===== config.mk =====
export PLATFORM = sky130hd
export DESIGN_NAME = mux2_rr_arbiter
export DESIGN_NICKNAME = d
export VERILOG_FILES = /design/src/rtl/mux2_rr_arbiter.sv
export SDC_FILE = /design/constraint.sdc
export NUM_CORES = 1
export LEC_CHECK = 0
export CORE_MARGIN = 2
export CORE_UTILIZATION = 39
export CTS_CLUSTER_DIAMETER = 40
export DETAILED_ROUTE_END_ITERATION = 10
export PLACE_DENSITY = 0.8
export SETUP_SLACK_MARGIN = 0.3
export SYNTH_ARGS = -nofsm -noshare
export SYNTH_HDL_FRONTEND = slang
export SYNTH_SLANG_ARGS = --single-unit

===== constraint.sdc =====
create_clock -name clk -period 1.91 [get_ports clk]
set_input_delay 0.2865 -clock clk [delete_from_list [all_inputs] [get_ports clk]]
set_output_delay 0.2865 -clock clk [all_outputs]
set_load 0.02 [all_outputs]

===== src/rtl/mux2_rr_arbiter.sv =====
// Round-robin arbiter sharing one registered 2:1 data mux between two
// valid/ready producers, with a per-grant burst limit to prevent starvation.
module mux2_rr_arbiter #(
    parameter int WIDTH     = 32,
    parameter int MAX_BURST = 4
) (
    input  logic             clk,
    input  logic             rst_n,
    input  logic [WIDTH-1:0] in1,
    input  logic             in1_valid,
    output logic             in1_ready,
    input  logic [WIDTH-1:0] in2,
    input  logic             in2_valid,
    output logic             in2_ready,
    output logic             sel,
    output logic [WIDTH-1:0] out,
    output logic             out_valid,
    input  logic             out_ready
);
    localparam int CW = $clog2(MAX_BURST + 1);

    typedef enum logic [1:0] {IDLE, G1, G2} state_t;

    state_t           state_reg, state_next;
    logic [CW-1:0]    burst_cnt_reg, burst_cnt_next;
    // 0 = in1 won last, 1 = in2 won last
    logic             last_winner_reg, last_winner_next;
    logic             sel_reg;
    logic [WIDTH-1:0] out_reg;
    logic             out_valid_reg;

    logic free, xfer1, xfer2, burst_done;

    function automatic state_t pick(input logic v1, input logic v2, input logic lw);
        state_t s;
        if (v1 && v2)
            s = lw ? G1 : G2;
        else if (v1)
            s = G1;
        else if (v2)
            s = G2;
        else
            s = IDLE;
        return s;
    endfunction

    assign free       = !out_valid_reg || out_ready;
    assign in1_ready  = (state_reg == G1) && free;
    assign in2_ready  = (state_reg == G2) && free;
    assign xfer1      = in1_valid && in1_ready;
    assign xfer2      = in2_valid && in2_ready;
    assign burst_done = (int'(burst_cnt_reg) + 1) >= MAX_BURST;

    always_comb begin
        state_next       = state_reg;
        burst_cnt_next   = burst_cnt_reg;
        last_winner_next = last_winner_reg;
        case (state_reg)
            IDLE: begin
                state_next     = pick(in1_valid, in2_valid, last_winner_reg);
                burst_cnt_next = '0;
            end
            G1: begin
                if (xfer1) begin
                    if (!burst_done) begin
                        burst_cnt_next = burst_cnt_reg + CW'(1);
                    end else begin
                        // Expiry hands over in the same cycle, so no bubble on a switch
                        last_winner_next = 1'b0;
                        burst_cnt_next   = '0;
                        state_next       = in2_valid ? G2 : G1;
                    end
                end else if (!in1_valid) begin
                    last_winner_next = 1'b0;
                    burst_cnt_next   = '0;
                    state_next       = pick(in1_valid, in2_valid, 1'b0);
                end
            end
            G2: begin
                if (xfer2) begin
                    if (!burst_done) begin
                        burst_cnt_next = burst_cnt_reg + CW'(1);
                    end else begin
                        last_winner_next = 1'b1;
                        burst_cnt_next   = '0;
                        state_next       = in1_valid ? G1 : G2;
                    end
                end else if (!in2_valid) begin
                    last_winner_next = 1'b1;
                    burst_cnt_next   = '0;
                    state_next       = pick(in1_valid, in2_valid, 1'b1);
                end
            end
            default: begin
                state_next     = IDLE;
                burst_cnt_next = '0;
            end
        endcase
    end

    always_ff @(posedge clk) begin
        if (!rst_n) begin
            state_reg       <= IDLE;
            burst_cnt_reg   <= '0;
            last_winner_reg <= 1'b1;
            sel_reg         <= 1'b0;
            out_reg         <= '0;
            out_valid_reg   <= 1'b0;
        end else begin
            state_reg       <= state_next;
            burst_cnt_reg   <= burst_cnt_next;
            last_winner_reg <= last_winner_next;
            sel_reg         <= (state_next == G2);
            if (xfer1 || xfer2) begin
                out_reg       <= (state_reg == G2) ? in2 : in1;
                out_valid_reg <= 1'b1;
            end else if (out_ready) begin
                out_valid_reg <= 1'b0;
            end
        end
    end

    assign sel       = sel_reg;
    assign out       = out_reg;
    assign out_valid = out_valid_reg;

endmodule

==> reports/results.tsv <==
stage	metric	value	unit
hold_path	hold_depth	3	
yosys	ys_seq_area_frac	0.409	
yosys	yosysWarnings	0	
timing	relSlewSlack	0.753	
final_layout	drive_gt1_frac	0.129	
setup_path	worst_setup_path_start_kind	flip-flop	
timing	fin_skew	8.30	ps
setup_path	startpoint	burst_cnt_reg[0]	
final_layout	mostFrequentLayoutCell	clkdlybuf4s50_1	
drt	antenna_left	0	
timing	timing.final.hold_violations	0	
hold_path	worstHoldStart	in1_valid	
drt	drt_iter0_drc	70	
clock_network	cts-root-buf	clkbuf_8	
clock_network	cts_buffers	5	
clock_network	tritoncts	built	
global_routing	grt_antenna_before_repair	0	
floorplan	fp.dieW	74.9	um
yosys	synth_edf_count	0	
yosys	synthesis.area	1960	sq um
drt	vias	1849	
yosys	yosys.area_share.simple	0.129	
setup_path	r2r_start	burst_cnt_reg[0]	
placed_design	numPortBuffers	104	
setup_path	cp_slowest_cell	dfxtp_2	
timing	setup_viol	0	
drt	wl_met3	392	um
timing	fin_tns_setup	0	ps
power_and_ir_drop	ir_worst_vdd	457	uV
global_routing	track_usage	0.168	
yosys	synth_seq_cells	40	
yosys	synthXorXnorAreaFrac	0	
placed_design	post_dp_cell_area	3090	sq um
final_layout	stdcell_area	3340	sq um
drt	route.met2.wl	2550	um
setup_path	critPathMaxStageDelay	340	ps
yosys	ys_types	28	
hold_path	hold_class	in -> reg	
drt	avgViaCountPerCell	4.89	
floorplan	die_area	5610	sq um
yosys	synth_ff_type	dfxtp_1	
power_and_ir_drop	p_leak	1.60	nW
setup_path	worstSetupEndpointType	flip-flop	
clock_network	cts.clk_slew.worst_paths	80	ps
final_layout	final_cell_mix	100 x clkdlybuf4s50_1, 36 x dfxtp_1, 35 x nand2_1	
clock_network	hold_buffers	0	
clock_network	insertion_delay	280	ps
timing	rsz0062_at_grt	true	
setup_path	arrival	1790	ps
clock_network	cts.sinks	40	
yosys	async_flop_share	0	
global_routing	grt_overflow	0	
final_layout	nets	384	
drt	top_layer_used	met4	
placed_design	globalplace.congestion	0.780	
clock_network	cts_max_level	2	
placed_design	dpl.hpwl	3540	um
job	maxCapViolCount	0	
yosys	syn-num-nets	272	
floorplan	core-area	4790	sq um
drt	wl	5110	um
drt	drtPass1Iterations	4	
global_routing	grt_pass1_wl	7490	um
timing	timing.fmax	623	MHz
clock_network	clock_path_buffers	2	
global_routing	grt_pass1_vias	1728	
floorplan	rows	25	
yosys	avgSynthCellArea	9.90	sq um
final_layout	largest_register_ffs	32	
status	outcome	finished clean	
setup_path	crit_chain	ha_4 -> a21boi_1 -> a211o_1 -> nor2b_4 -> a32o_2 -> and2_1	
timing	drv_slew	0	
drt	drt-met1-wl	2130	um
setup_path	worstRegToRegCells	6	
floorplan	io_pins	105	
timing	layout_min_cycle_time	1610	ps
floorplan	start_util	0.409	
setup_path	critPathRequiredTime	2090	ps
final_layout	syn2layout_area_growth	70.3	%
yosys	synth_top_family_by_area	compound AO/OA/AOI/OAI gates	
yosys	synth-compound-area-share	0.223	
yosys	syn-instance-count	198	
power_and_ir_drop	power_per_cell_area	666	nW/um^2
final_layout	n_antenna_cell	0	
setup_path	worstPathMaxFanout	4	
setup_path	critical_path_class	reg -> reg	
timing	fin_crit_sh	0.841	
timing	worst_slew_pin_slew	371	ps
drt	drc	0	
yosys	synth_adder_area_share	0.0319	
floorplan	die_h	74.9	um
global_routing	grt_max_degree	37	
drt	wl_per_cell	13.5	um
yosys	synthMuxAreaShare	0.163	
-- what timing repair did --
action,in CTS,in global routing
cloned,0,3
pin swaps,1,6
buffers inserted,2,4
gates resized for setup,12,15
setup endpoints to repair,15,32
-- cells by family (layout without fill, tap and decap cells) --
logic type,Yosys count,after routing
mux,32,32
flops,40,40
simple gates,56,56
fa+ha+maj,5,5
compound gates,46,46
buf+inv,19,132
-- Yosys cell counts, types with 2 or more instances --
cell	count	area (sq um)
mux2i_1	32	320
nand2b_1	3	18.8
a21boi_1	2	15.0
dfxtp_1	40	801
inv_1	5	18.8
and2_1	3	18.8
a21oi_1	4	20.0
buf_2	9	45.0
nand2_1	35	131
nor2b_1	3	18.8
o211a_1	32	320
nor2_1	7	26.3
ha_1	5	62.6
clkbuf_1	4	15.0
-- critical path: cells and delay by family, from the launching register on --
family | cells | cell delay (ps)
AOI/OAI and AO/OA | 3 | 710
and+or+nand+nor | 2 | 310
adders and majority gates | 1 | 150
DFF | 1 | 340
-- cell type report --
class	instances	area, sq um
Clock buffer	6	82.6
Tap cell	67	83.8
Multi-Input combinational cell	139	1120
Fill cell	388	1450
Timing Repair Buffer	119	1210
Sequential cell	40	808
Clock inverter	2	10.0
Inverter	5	21.3
-- layer usage --
layer | vias up | track usage
met5 | - | 0
met4 | 0 | 0.0357
met3 | 4 | 0.0602
met2 | 59 | 0.292
met1 | 854 | 0.198
li1 | 932 | -
-- metrics by stage --
stage | util | hold WS [ps] | instances | total power [W] | setup slack [ps]
global placement | 0.647 | 478 | 361 | 0.00162 | 31.0
global route | 0.697 | 498 | 378 | 0.00233 | 257
floorplan | - | 453 | 198 | 0.00129 | 309
finish | 0.697 | 480 | 378 | 0.00222 | 304
CTS | 0.670 | 503 | 371 | 0.00220 | 292
detailed placement | 0.647 | 485 | 361 | 0.00163 | 21.8
-- path summary, 6_finish.rpt --
check             slack [ps]              end
hold reg to reg          490  last_winner_reg
setup / recovery         300              sel
hold / removal           480     state_reg[0]
setup reg to reg         300              sel
-- power by group --
part	internal [W]	switching, W	total [W]
clock network	0.000288	0.000283	0.000572
logic	0.000402	0.000301	0.000703
registers	0.000908	0.0000406	0.000948
Note: power is estimated with default switching activity, not from simulation.
